<file path="src/rtl/cyclic_codec_if.sv">
// Handshake and result bundle between the serial cyclic codec and its source/sink.
// The master drives start/mode and the input stream; the slave returns the coded stream and syndrome.
interface cyclic_codec_if #(
  parameter int R = 9
);
  logic         start;
  logic         mode;
  logic         busy;
  logic         in_valid;
  logic         in_ready;
  logic         in_bit;
  logic         out_valid;
  logic         out_bit;
  logic         out_last;
  logic [R-1:0] syn;
  logic         syn_valid;
  logic         err;

  modport master (
    output start, mode, in_valid, in_bit,
    input  busy, in_ready, out_valid, out_bit, out_last, syn, syn_valid, err
  );

  modport slave (
    input  start, mode, in_valid, in_bit,
    output busy, in_ready, out_valid, out_bit, out_last, syn, syn_valid, err
  );
endinterface

</file>
<file path="src/rtl/cyclic_codec.sv">
// Serial cyclic-code engine: systematic encoder (message then parity) or codeword checker (syndrome, err).
// Output register adds 1 cycle; input stalls via in_ready/in_valid, parity phase never stalls, no output back-pressure.
module cyclic_codec #(
  parameter int           K    = 55,
  parameter int           R    = 9,
  parameter logic [R-1:0] POLY = 9'h011
) (
  input logic           clk,
  input logic           rst,
  cyclic_codec_if.slave bus
);
  localparam int N  = K + R;
  localparam int CW = $clog2(N + 1);
  localparam logic [CW-1:0] K_LAST = CW'(K - 1);
  localparam logic [CW-1:0] R_LAST = CW'(R - 1);
  localparam logic [CW-1:0] N_LAST = CW'(N - 1);

  typedef enum logic [1:0] {IDLE, MSG, PAR, CHK} state_t;

  state_t        state_q, state_d;
  logic [R-1:0]  s_q, s_d;
  logic [R-1:0]  syn_q, syn_d;
  logic [CW-1:0] cnt_q, cnt_d;
  logic          out_valid_q, out_valid_d;
  logic          out_bit_q, out_bit_d;
  logic          out_last_q, out_last_d;
  logic          syn_valid_q, syn_valid_d;
  logic          err_q, err_d;
  logic          xfer;
  logic          fb;

  assign bus.busy      = (state_q != IDLE);
  assign bus.in_ready  = (state_q == MSG) || (state_q == CHK);
  assign bus.out_valid = out_valid_q;
  assign bus.out_bit   = out_bit_q;
  assign bus.out_last  = out_last_q;
  assign bus.syn       = syn_q;
  assign bus.syn_valid = syn_valid_q;
  assign bus.err       = err_q;

  assign xfer = bus.in_valid & bus.in_ready;

  always_comb begin
    state_d     = state_q;
    s_d         = s_q;
    cnt_d       = cnt_q;
    out_valid_d = 1'b0;
    out_bit_d   = 1'b0;
    out_last_d  = 1'b0;
    syn_d       = syn_q;
    syn_valid_d = 1'b0;
    err_d       = err_q;
    fb          = 1'b0;

    unique case (state_q)
      IDLE: begin
        if (bus.start) begin
          s_d     = '0;
          cnt_d   = '0;
          syn_d   = '0;
          err_d   = 1'b0;
          state_d = bus.mode ? CHK : MSG;
        end
      end
      MSG: begin
        if (xfer) begin
          // Premultiplied divider: the message enters at the top, so s holds m(x)*x^R mod g(x).
          fb          = bus.in_bit ^ s_q[R-1];
          s_d         = {s_q[R-2:0], 1'b0} ^ ({R{fb}} & POLY);
          out_valid_d = 1'b1;
          out_bit_d   = bus.in_bit;
          if (cnt_q == K_LAST) begin
            cnt_d   = '0;
            state_d = PAR;
          end else begin
            cnt_d = cnt_q + CW'(1);
          end
        end
      end
      PAR: begin
        out_valid_d = 1'b1;
        out_bit_d   = s_q[R-1];
        s_d         = {s_q[R-2:0], 1'b0};
        if (cnt_q == R_LAST) begin
          out_last_d = 1'b1;
          cnt_d      = '0;
          state_d    = IDLE;
        end else begin
          cnt_d = cnt_q + CW'(1);
        end
      end
      CHK: begin
        if (xfer) begin
          // Plain divider: bits enter at the bottom, leaving c(x) mod g(x) after N shifts.
          fb  = s_q[R-1];
          s_d = {s_q[R-2:0], bus.in_bit} ^ ({R{fb}} & POLY);
          if (cnt_q == N_LAST) begin
            syn_d       = s_d;
            err_d       = |s_d;
            syn_valid_d = 1'b1;
            cnt_d       = '0;
            state_d     = IDLE;
          end else begin
            cnt_d = cnt_q + CW'(1);
          end
        end
      end
      default: state_d = IDLE;
    endcase
  end

  always_ff @(posedge clk or posedge rst) begin
    if (rst) begin
      state_q     <= IDLE;
      s_q         <= '0;
      cnt_q       <= '0;
      out_valid_q <= 1'b0;
      out_bit_q   <= 1'b0;
      out_last_q  <= 1'b0;
      syn_q       <= '0;
      syn_valid_q <= 1'b0;
      err_q       <= 1'b0;
    end else begin
      state_q     <= state_d;
      s_q         <= s_d;
      cnt_q       <= cnt_d;
      out_valid_q <= out_valid_d;
      out_bit_q   <= out_bit_d;
      out_last_q  <= out_last_d;
      syn_q       <= syn_d;
      syn_valid_q <= syn_valid_d;
      err_q       <= err_d;
    end
  end
endmodule

</file>
<file path="src/flat_wrapper.sv">
// flat-port wrapper written by rule: the top's interface ports become plain ports
module cyclic_codec_flat 
#(
  parameter int           K    = 55,
  parameter int           R    = 9,
  parameter logic [R-1:0] POLY = 9'h011
)
  (clk, rst, bus_start, bus_mode, bus_in_valid, bus_in_bit, bus_busy, bus_in_ready, bus_out_valid, bus_out_bit, bus_out_last, bus_syn, bus_syn_valid, bus_err);
  cyclic_codec_if #(.R(R)) bus_i ();
  input logic clk;
  input logic rst;
  input wire logic [$bits(bus_i.start)-1:0] bus_start;
  input wire logic [$bits(bus_i.mode)-1:0] bus_mode;
  input wire logic [$bits(bus_i.in_valid)-1:0] bus_in_valid;
  input wire logic [$bits(bus_i.in_bit)-1:0] bus_in_bit;
  output wire logic [$bits(bus_i.busy)-1:0] bus_busy;
  output wire logic [$bits(bus_i.in_ready)-1:0] bus_in_ready;
  output wire logic [$bits(bus_i.out_valid)-1:0] bus_out_valid;
  output wire logic [$bits(bus_i.out_bit)-1:0] bus_out_bit;
  output wire logic [$bits(bus_i.out_last)-1:0] bus_out_last;
  output wire logic [$bits(bus_i.syn)-1:0] bus_syn;
  output wire logic [$bits(bus_i.syn_valid)-1:0] bus_syn_valid;
  output wire logic [$bits(bus_i.err)-1:0] bus_err;
  assign bus_i.start = bus_start;
  assign bus_i.mode = bus_mode;
  assign bus_i.in_valid = bus_in_valid;
  assign bus_i.in_bit = bus_in_bit;
  assign bus_busy = bus_i.busy;
  assign bus_in_ready = bus_i.in_ready;
  assign bus_out_valid = bus_i.out_valid;
  assign bus_out_bit = bus_i.out_bit;
  assign bus_out_last = bus_i.out_last;
  assign bus_syn = bus_i.syn;
  assign bus_syn_valid = bus_i.syn_valid;
  assign bus_err = bus_i.err;
  cyclic_codec #(.K(K), .R(R), .POLY(POLY)) u_core (.clk(clk), .rst(rst), .bus(bus_i));
endmodule
</file>
<file path="config.mk">
export PLATFORM = sky130hd
export DESIGN_NAME = cyclic_codec_flat
export DESIGN_NICKNAME = d
export VERILOG_FILES = /design/src/rtl/cyclic_codec_if.sv /design/src/rtl/cyclic_codec.sv /design/src/flat_wrapper.sv
export SDC_FILE = /design/constraint.sdc
export NUM_CORES = 1
export LEC_CHECK = 0
export CAP_MARGIN = 20
export CORE_MARGIN = 1.5
export CORE_UTILIZATION = 45
export DETAILED_ROUTE_END_ITERATION = 10
export DONT_BUFFER_PORTS = 1
export MAX_ROUTING_LAYER = met4
export PLACE_DENSITY_LB_ADDON = 0.15
export SYNTH_ARGS = -nofsm -noshare
export SYNTH_HDL_FRONTEND = slang
export SYNTH_SLANG_ARGS = --single-unit
</file>
<file path="constraint.sdc">
create_clock -name clk -period 2.1 [get_ports clk]
set_input_delay 0.315 -clock clk [delete_from_list [all_inputs] [get_ports clk]]
set_output_delay 0.315 -clock clk [all_outputs]
set_load 0.05 [all_outputs]
</file>
Word level (Yosys, flattened, before mapping)
Index checks and enable logic that the tools add are counted.
Storage, ports and cells
  register bits: 32
  input bits: 6
  output and inout port bits: 16
Operators by class
  add/subtract/negate cells: 1
  equality and inequality tests: 12
  muxes and demuxes: 35
  bitwise logic cells: 4
  reduce and logical (&&, ||, !) cells: 8
Operators by type and width (count)
  $mux W9: 5
  $mux W7: 6
  $pmux W9 S4: 1
  $pmux W7 S4: 1
  $pmux W9 S2: 1
  $xor A9 B5 Y9: 2
  $eq A7 B6 Y1 const B: 2
  $mux W2: 7
  $mux W1: 10
  $reduce_or A9 Y1: 1
  $pmux W2 S4: 1
  $add A7 B1 Y7 const B: 1
  $eq A7 B4 Y1 const B: 1
  $ne A2 B1 Y1 const B: 3
  $ne A2 B2 Y1 const B: 3
  $pmux W1 S2: 3
  $reduce_and A6 Y1: 1
  $eq A2 B2 Y1 const B: 2
  $reduce_and A4 Y1: 1
  $reduce_bool A2 Y1: 2
  $reduce_and A3 Y1: 1
  $eq A2 B1 Y1 const B: 1
  $logic_not A2 Y1: 1
  $and A1 B1 Y1: 1
  other kinds (2): 2

Depth between registers and ports, before layout
Gate-level depths: netlist (run 1).
  word-level depth: 5
  mapped depth: 9
  depth with buffers taken out: 7

Worst setup path before layout (run 1)
Ideal clock, no wire load.
  kind: register to register
  start: reg u_core.state_q[1]
  end: reg u_core.s_q[1]
  setup time: 0.067 ns
  data arrival time: 1.831 ns
  required time: 2.033 ns
  setup slack: 0.202 ns
  stages on the path, launching flop included: 9
  path buffers: 1
  clock period less this slack: 1.898 ns
  cells stage by stage: dfrtp_1 inv_1 ha_1 buf_2 nor2_1 inv_1 nor2_1 nor3_1 a22o_1
On the way
  cells in the longest elaborated chain, start to end: 5
  elaborated cells between the ends (all ways): 11
  classes of those cells: eq/ne: 6; mux: 1; bitwise: 1; reduce/logical: 3
RTL lines
  start: declaration: RTL line cyclic_codec.sv:20  | state_t state_q, state_d;
  start signal: assignment: RTL line cyclic_codec.sv:124  | state_q <= state_d;
  $eq A2 B1 Y1 or $eq A2 B2 Y1 (tied branches): RTL line cyclic_codec.sv:33  | assign bus.in_ready = (state_q == MSG) || (state_q == CHK);
  $logic_or A1 B1 Y1 *: RTL line cyclic_codec.sv:33
  via bus_in_ready: RTL line flat_wrapper.sv:17  | output wire logic [$bits(bus_i.in_ready)-1:0] bus_in_ready;
  $and A1 B1 Y1 *: RTL line cyclic_codec.sv:41  | assign xfer = bus.in_valid & bus.in_ready;
  $ne A2 B1 Y1 (no source line)
  $reduce_and A3 Y1 (no source line) *
  end signal: assignment: RTL line cyclic_codec.sv:115  | s_q <= '0;
  end signal: assignment: RTL line cyclic_codec.sv:125  | s_q <= s_d;
  end: declaration: RTL line cyclic_codec.sv:21  | logic [R-1:0] s_q, s_d;
Mark *: on every way through the listed nets, which the timed path passes. The rest lies on a longest branch.
A chain may end at the register's enable or synchronous reset.

Worst setup path in the final report (run 1)
  start: reg u_core.state_q[1]
  end: reg u_core.cnt_q[3]
On the way
  cells in the longest elaborated chain, start to end: 5
  elaborated cells between the ends (all ways): 11
  classes of those cells: eq/ne: 6; mux: 1; bitwise: 1; reduce/logical: 3
RTL lines
  $eq A2 B1 Y1 or $eq A2 B2 Y1 (tied branches): RTL line cyclic_codec.sv:33, cyclic_codec.sv:55
  $logic_or A1 B1 Y1: RTL line cyclic_codec.sv:33
  $and A1 B1 Y1: RTL line cyclic_codec.sv:41
  $ne A2 B1 Y1 (no source line)
  $reduce_and A3 Y1 (no source line)
  end signal: assignment: RTL line cyclic_codec.sv:126  | cnt_q <= cnt_d;
  end: declaration: RTL line cyclic_codec.sv:23  | logic [CW-1:0] cnt_q, cnt_d;
Parallel ways exist; a longest one is shown, timed or not.

==> qor.csv, run 1 <==
metric,value,unit
fmaxAchievable,0.519,GHz
grt_pass1_wl,5.64,mm
firstDrtPassIters,6,
ys_types,47,
cts_hold_buf,0,
final_cells,213,
p_leak,0.863,nW
drt_wl_total,3.25,mm
grt_pass1_vias,1208,
cts.sinks,32,
critPathRequiredTime,2270,ps
stdcell_area,1860,µm²
cts_root_buffer,clkbuf_8,
die_h,64.0,µm
synth_compound_area_share,19.2,%
yosysSeqAreaShare,47.9,%
hp-class,in2async,
drc,0,
final_cell_mix,"dfrtp_1 (32), nand2_1 (15), a22o_1 (14), inv_1 (11)",
synth_cells,162,
syn_nets,176,
num_io_pins,22,
numCtsBuffers,5,
cts.path.max_buffers,2,
power.density,1370,nW/µm²
slew_viol_final,0,
antenna_left,0,
post_drt_wl_per_cell,15.3,µm
maxCapViolations,0,
syn-cell-area,1670,µm²
dpl_cell_area,1730,µm²
setup_tns,0,ps
port_buffers,0,
synth-simple-area-share,17.3,%
period_needed,1930,ps
tightest_slew,588,ps
rows,21,
fill_cells,304,
vdd_drop_max,0.528,mV
muxShareOfSynthArea,2.47,%
grt_usage,18.4,%
tritoncts,yes,
grt_antenna_before_repair,0,
final_common_cell,dfrtp_1,
setup_viol,0,
end_kind,register,
htree_levels,2,
rsz0062_at_grt,no,
ys_ff_latch,32,
grt_max_degree,33,
status,"finished, violations left",
synth_xor_area_share,1.57,%
start_kind,register,
synth_top_family_by_area,compound AO/OA/AOI/OAI gates,
syn_area_per_cell,10.3,µm²
gp_congestion,0.889,
antenna_cells,0,
clock_latency,290,ps
maxSlewHeadroom,60.8,%
violations,negative hold slack,
core_area,3440,µm²
critPathKind,reg2reg,
layout.nets,180,
die_w,64.0,µm
initial_utilization,48.6,%
area_growth,11.2,%
drive_above_1_share,14.4,%
synthAdderAreaFrac,5.99,%
clk_pin_slew,70,ps
die-area,4090,µm²
ys_warn_count,0,
drt_iter0_drc,112,
vias_per_cell,5.76,
path_max_fanout,15,
arrival,2090,ps
place_inst,205,
dp_hpwl,2.36,mm
hold_violations,32,
grt_overflow,0,
fin_skew,5.24,ps
fin_crit_sh,91.7,%
vias,1226,
timing.hold.ws,-10.1,ps
## Yosys cell counts (all sizes together)
cell,count,area share [%]
a21oi,4,1.2
xor2,1,0.52
o211ai,2,0.90
mux2i,3,1.8
nand2,15,3.4
xnor2,2,1.0
nor3,5,1.8
nor4b,3,1.6
or4,1,0.45
dfrtp,32,48
or3,1,0.37
inv,11,2.5
a32oi,1,0.52
nand4b,1,0.52
nand3b,2,0.90
o21a,1,0.45
a31o,1,0.52
a221o,1,0.60
o21ai,11,3.7
o22ai,1,0.37
nand2b,3,1.1
o31ai,3,1.6
clkbuf,4,0.97
mux2,1,0.67
a21o,1,0.45
or2,1,0.37
nor2,5,1.1
buf,6,2.2
nor2b,4,1.5
and3,3,1.1
nand3,1,0.30
ha,8,6.0
a31oi,1,0.37
o41ai,1,0.52
nor4,1,0.37
a22o,14,7.3
and2,3,1.3
nor3b,1,0.45
nand4bb,1,0.67
a2111oi,1,0.52
## routing by layer
layer	wire length, µm	part of all wire [%]	global-route usage [%]
met5	0	0	-
met4	67	2.1	8.97
met3	146	4.5	4.75
met2	1620	50	30.6
met1	1420	44	20.6
## power breakdown
group,internal (mW),total [mW],switching (mW)
clock,0.418,0.645,0.227
combinational,0.380,1.02,0.643
sequential,0.707,0.870,0.163
total,1.51,2.54,1.03
## cells by family (layout without fill, tap and decap cells)
logic type	Yosys count	in the layout
simple gates	51	51
xor+xnor	3	3
compound gates	43	43
flops	32	32
mux	4	4
buf+inv	21	26
fa+ha+maj	8	8
## layout make-up
| type | count | area [µm²] | area share [%] |
|---|---|---|---|
| repair buffers | 7 | 52.6 | 2.83 |
| clock buffers | 7 | 96.3 | 5.18 |
| inverters | 11 | 41.3 | 2.22 |
| well taps | 46 | 57.6 | 3.10 |
| flip-flops and latches | 32 | 801 | 43.1 |
| clock inverters | 1 | 30.0 | 1.62 |
| multi-input cells | 109 | 781 | 42.0 |
## state kept, by name, summed over array words and instances (netlist names)
name and count:
u_core.bus.out_valid 1, u_core.bus.syn 9, u_core.bus.out_last 1, u_core.state_q 2
u_core.s_q 9, u_core.bus.err 1, u_core.bus.syn_valid 1, u_core.bus.out_bit 1
u_core.cnt_q 7
## metrics by stage
| step | power (mW) | setup WS, ps | hold slack [ps] | util [%] |
|---|---|---|---|---|
| after floorplan | 1.66 | 202 | 431 | - |
| after global placement | 1.88 | 176 | 314 | 50.2 |
| after detailed placement | 1.90 | 150 | 315 | 50.2 |
| after CTS | 2.55 | 142 | 11.1 | 53.9 |
| after global routing | 2.70 | 59.0 | 46.9 | 54.0 |
| final | 2.54 | 173 | -10.1 | 54.0 |
## worst max-delay path, cell delays in order, from the launching register on
cell and delay (ps):
dfrtp_1 390, ha_1 300, nor2_1 120, o21ai_2 490, nor2_1 180, a221o_1 330
## final timing paths
kind	start	to	slack [ps]	cells past startpoint
min in group clk	bus_in_valid	u_core.bus.syn_valid	170	2
setup / recovery	u_core.state_q[1]	u_core.cnt_q[3]	170	5
max in group asynchronous	rst	u_core.s_q[8]	1830	2
setup reg to reg	u_core.state_q[1]	u_core.cnt_q[3]	170	5
hold / removal	rst	u_core.s_q[4]	-10	2
hold reg to reg	u_core.cnt_q[6]	u_core.bus.out_last	540	1
## timing repair
item                                    in CTS  in global routing
setup buffers                                0                  0
endpoints found under the setup margin       0                  2
gates resized for setup                      0                  1
hold endpoints to repair                     0                  0
No activity file was read; power rests on OpenSTA's default activity.
==> run 2, diff against run 1 <==
ABC_AREA = 1   (was unset)
CAP_MARGIN = 30   (was 20)
clock period = 2.5 ns   (was 2.1 ns; I/O delays follow)
==> run 2 against run 1 <==
The flow now finishes without violations. Combinational power decreased by 10%. Core utilization shrank 2.3 points. Total power shrank 16%. Die area increased by 5.7%. Via count grew 11%. Global-route usage is 1.7 points higher. Non-clock buffer count shrank 4. Largest cell class is now multi-input combinational cells. Final area is 3.3% higher. Worst setup slack better by 310 ps. Highest routed layer unchanged. Clock power decreased by 26%. Area after synthesis grew 6.0%. Clock skew increased by 1.5 ps.
==> qor.csv, run 2 <==
metric,value,unit
vias_per_cell,5.14,
num_io_pins,22,
fill_cells,355,
hp-class,in2async,
final_common_cell,nand2_1,
yosysTopAreaCell,dfrtp_1,
ys_types,27,
drt_wl_total,3.72,mm
maxCapViolations,0,
maxSlewHeadroom,64.9,%
die-area,4320,µm²
clock_latency,280,ps
synthFlopType,dfrtp_1,
ys_warn_count,0,
syn-cell-area,1770,µm²
synth_edf_count,0,
cts_hold_buf,0,
yosys.cell_count.top_type,nand2_1,
post_drt_wl_per_cell,14.0,µm
cts.path.max_buffers,2,
gp_congestion,0.902,
port_buffers,0,
wl_met2,1.68,mm
wl_met3,232,µm
critPathKind,reg2reg,
post_cts_resized,0,
dp_hpwl,2.68,mm
grt_max_degree,33,
place_inst,257,
numCtsBuffers,5,
fin_crit_sh,80.7,%
antenna_cells,0,
clk_pin_slew,70,ps
final_core_util,51.7,%
vdd_drop_max,0.620,mV
grt_usage,20.2,%
slew_viol_final,0,
tritoncts,yes,
seq_area,801,µm²
synth_cells,210,
hold_violations,0,
syn_area_per_cell,8.44,µm²
dpl_cell_area,1810,µm²
firstDrtPassIters,4,
die_h,65.7,µm
synthTopCellsByCount,"nand2_1 (56), dfrtp_1 (32), inv_1 (28)",
die_w,65.7,µm
htree_levels,2,
setup_tns,0,ps
fin_skew,6.76,ps
tightest_slew,525,ps
fmaxAchievable,0.496,GHz
grt_pass1_vias,1363,
stdcell_area,1920,µm²
arrival,2200,ps
power,2.14,mW
final_cell_mix,"nand2_1 (56), dfrtp_1 (32), inv_1 (28), nand3_1 (20), o21ai_0 (12)",
wl_met1,1.75,mm
start_kind,register,
yosysSeqAreaShare,45.2,%
cts.sinks,32,
final_cells,265,
synth_top_area_share,45.2,%
end_kind,register,
multi_input_area,816,µm²
cts_root_buffer,clkbuf_8,
syn_nets,224,
area_growth,8.40,%
cts_setup_buffers,0,
initial_utilization,47.7,%
drive_above_1_share,13.4,%
rows,22,
status,"finished, final reports clean",
setup_viol,0,
drt_iter0_drc,68,
grt_pass1_wl,6.33,mm
power.density,1110,nW/µm²
ys_async_sr_fraction,100,%
core_area,3720,µm²
grt_antenna_before_repair,0,
rsz0062_at_grt,no,
path_max_fanout,13,
layout.nets,230,
p_leak,0.962,nW
vias,1362,
grt_overflow,0,
dr.max_layer_used,met4,
drc,0,
antenna_left,0,
ys_ff_latch,32,
critPathRequiredTime,2690,ps
period_needed,2020,ps
synthTopCellsByArea,"dfrtp_1 (45%), nand2_1 (12%), inv_1 (5.9%)",
## run 2: cell types whose count changed in the layout (fill, tap and decap cells not counted), sizes merged, moves of 5 or more
| cell | change |
|---|---|
| a22o | -14 |
| inv | +18 |
| nand2 | +47 |
| nand3 | +19 |
| nor2 | +8 |
| nor3 | -5 |
| o21ai | +15 |
## run 2: metal layers
metal | vias to the layer above | GRT usage, %
met2 | 40 | 30.1
met5 | - | -
li1 | 684 | -
met1 | 632 | 25.2
met3 | 6 | 5.82
met4 | 0 | 9.64
## run 2: power by group
group | internal [mW] | switching (mW)
clock | 0.295 | 0.183
combinational | 0.254 | 0.663
sequential | 0.594 | 0.151
total | 1.14 | 0.996
## run 2: cells by family (layout without fill, tap and decap cells)
kind of cell / Yosys count / after routing / share of synthesized area, %
and+or+nand+nor: 100 / 100 / 26.3
xor gates and xnor gates: 3 / 3 / 1.48
AOI/OAI and AO/OA: 34 / 34 / 12.6
adders and majority gates: 8 / 8 / 5.65
buffers and inverters: 33 / 40 / 8.76
DFF: 32 / 32 / 45.2
## run 2: worst max-delay path, stage by stage, from the launching register on
cell and delay [ps]:
dfrtp_1 420, ha_1 390, inv_6 160, nand2_4 140, nand2_2 120, o21ai_4 110
nor2_4 280, nand2_1 110, o21ai_0 200
## run 2: final timing paths
check	start	endpoint	slack, ps	cells after the start
max	u_core.state_q[0]	u_core.cnt_q[4]	480	8
min	rst	u_core.bus.syn[2]	60	2
max reg2reg	u_core.state_q[0]	u_core.cnt_q[4]	480	8
min reg2reg	u_core.s_q[4]	u_core.s_q[4]	520	2
max in group asynchronous	rst	u_core.s_q[2]	2140	2
min in group clk	bus_in_valid	u_core.bus.syn_valid	210	2
## run 2: layout make-up
type / instances / area share (%)
Clock buffer: 6 / 3.78
Clock inverter: 2 / 1.82
Inverter: 29 / 5.93
Multi-Input combinational cell: 145 / 42.5
Sequential cell: 32 / 41.7
Tap cell: 48 / 3.13
Timing Repair Buffer: 3 / 1.17
## run 2: per-stage QoR
stage                     hold WS [ps]  setup WS (ps)
after floorplan                    469            637
after global placement             370            555
after detailed placement           374            512
after CTS                         70.6            479
after global routing              95.4            297
final                             57.6            483
==> run 3, diff against run 2 <==
clock period = 1.8 ns   (was 2.5 ns; I/O delays follow)
==> run 3 against run 2 <==
Critical path depth shrank 3. First-iteration DRC count is 22% lower. Final area is 7.2% higher. Combinational power grew 70%. Global-route usage is 1.1 points higher. Worst setup slack lost 450 ps. Highest routed layer unchanged. Total power rose by 57%. Largest cell class unchanged. Final cell count up 4.5%. Critical path type is now reg2out. Clock power is 59% higher.
==> qor.csv, run 3 (synthesis gave the netlist of run 2 again) <==
metric,value,unit
stdcell_area,2060,µm²
end_kind,primary output,
tightest_slew,501,ps
p_int,1.86,mW
cp_top_family,buffers and inverters,
drt_wl_total,3.91,mm
maxSlewHeadroom,66.4,%
rows,22,
final_cells,277,
final_common_cell,nand2_1,
grt_pass1_vias,1449,
worst-path-buf-inv,4,
grt_pass1_wl,6.70,mm
vias,1409,
place_inst,263,
status,"finished, final reports clean",
drc,0,
p_sw,1.49,mW
crit_path_cell_trace,inv_2 > ha_2 > clkinvlp_4 > buf_4 > buf_4,
hold_violations,0,
setup_viol,0,
antenna_left,0,
rsz0062_at_grt,yes,
grt_usage,21.3,%
critPathRequiredTime,1530,ps
grt_max_degree,33,
core_area,3720,µm²
numCtsBuffers,5,
grt_overflow,0,
fill_cells,357,
htree_levels,2,
fmaxAchievable,0.567,GHz
cts.path.max_buffers,2,
final_cell_mix,"nand2_1 (56), dfrtp_1 (32), inv_1 (25), nand3_1 (19), buf_4 (13)",
dp_hpwl,2.80,mm
clk_pin_slew,70,ps
initial_utilization,47.7,%
antenna_cells,0,
cts_root_buffer,clkbuf_8,
hp-class,in2reg,
clock_latency,290,ps
start_kind,register,
seqPwrFrac,30.9,%
timing.hold.ws,95.1,ps
dpl_cell_area,1860,µm²
fin_skew,7.79,ps
die-area,4320,µm²
maxCapViolations,0,
arrival,1490,ps
p_leak,1.02,nW
die_w,65.7,µm
firstDrtPassIters,4,
clkPwrFrac,22.7,%
port_buffers,0,
post_drt_wl_per_cell,14.1,µm
drive_above_1_share,20.5,%
period_needed,1760,ps
combPwrFrac,46.5,%
critPathKind,reg2out,
cts.sinks,32,
fin_crit_sh,97.9,%
area_growth,16.2,%
num_io_pins,22,
drt_iter0_drc,53,
tritoncts,yes,
grt_antenna_before_repair,0,
cpMostUsedCell,buf_4,
vias_per_cell,5.09,
path_max_fanout,4,
slew_viol_final,0,
layout.nets,242,
die_h,65.7,µm
critPathMaxStageDelay,420,ps
power.density,1630,nW/µm²
gp_congestion,0.863,
sw_frac_of_total,44.4,%
crit_slowest_cell,dfrtp_1,
vdd_drop_max,0.883,mV
## run 3: layer usage
metal | vias to the layer above | part of all wire [%] | track usage [%]
met5 | - | 0 | -
met4 | 0 | 1.0 | 6.51
met3 | 4 | 4.3 | 5.65
met2 | 28 | 48 | 33.1
met1 | 669 | 47 | 27.4
li1 | 708 | - | -
## run 3: worst paths after layout
kind / slack, ps / from / cells after the start / endpoint
min in group asynchronous: 500 / rst / 3 / u_core.bus.out_valid
setup / recovery: 40 / u_core.state_q[1] / 5 / bus_busy
max in group asynchronous: 1010 / rst / 3 / u_core.state_q[0]
setup reg to reg: 120 / u_core.state_q[1] / 8 / u_core.s_q[5]
hold reg to reg: 520 / u_core.s_q[4] / 2 / u_core.s_q[4]
hold / removal: 100 / bus_in_valid / 2 / u_core.bus.syn_valid
## run 3: through the flow
stage / setup TNS (ps) / total power [mW] / setup slack [ps] / utilization (%)
floorplan: 0 / 2.11 / 11.6 / -
global placement: 0 / 2.39 / 137 / 50.1
detailed placement: 0 / 2.44 / 92.2 / 50.1
CTS: 0 / 3.21 / 74.8 / 53.8
global route: -80.7 / 3.59 / -34.8 / 55.4
finish: 0 / 3.35 / 37.3 / 55.4
## run 3: cell type report
class                      instances  area, µm²  share of cell area [%]
inverter                          29        118                    5.71
multi-input combinational        145        827                    40.2
timing repair buffer              15        128                    6.20
tap                               48       60.1                    2.92
sequential                        32        801                    38.9
clock inverter                     1       30.0                    1.46
clock buffer                       7       96.3                    4.68
## run 3: power groups by stage
stage                     Combinational, mW  Clock, mW  Sequential, mW
after floorplan                        1.09          0            1.02
after global placement                 1.36          0            1.04
after detailed placement               1.40          0            1.04
after CTS                              1.41      0.776            1.03
after global routing                   1.74      0.802            1.05
final                                  1.56      0.759            1.03
## run 3: what timing repair did
action	in CTS	in global routing
hold endpoints to repair	32	0
buffers inserted	0	5
hold buffers	1	0
gates resized for setup	0	5
setup endpoints to repair	0	20
## run 3: worst reg2reg max path, stage by stage, from the launching register on
cell	delay (ps)
dfrtp_1	420
inv_2	100
ha_2	190
clkinvlp_4	140
o21ai_4	280
nor2_4	100
buf_12	150
nand3_1	80
o21ai_0	90
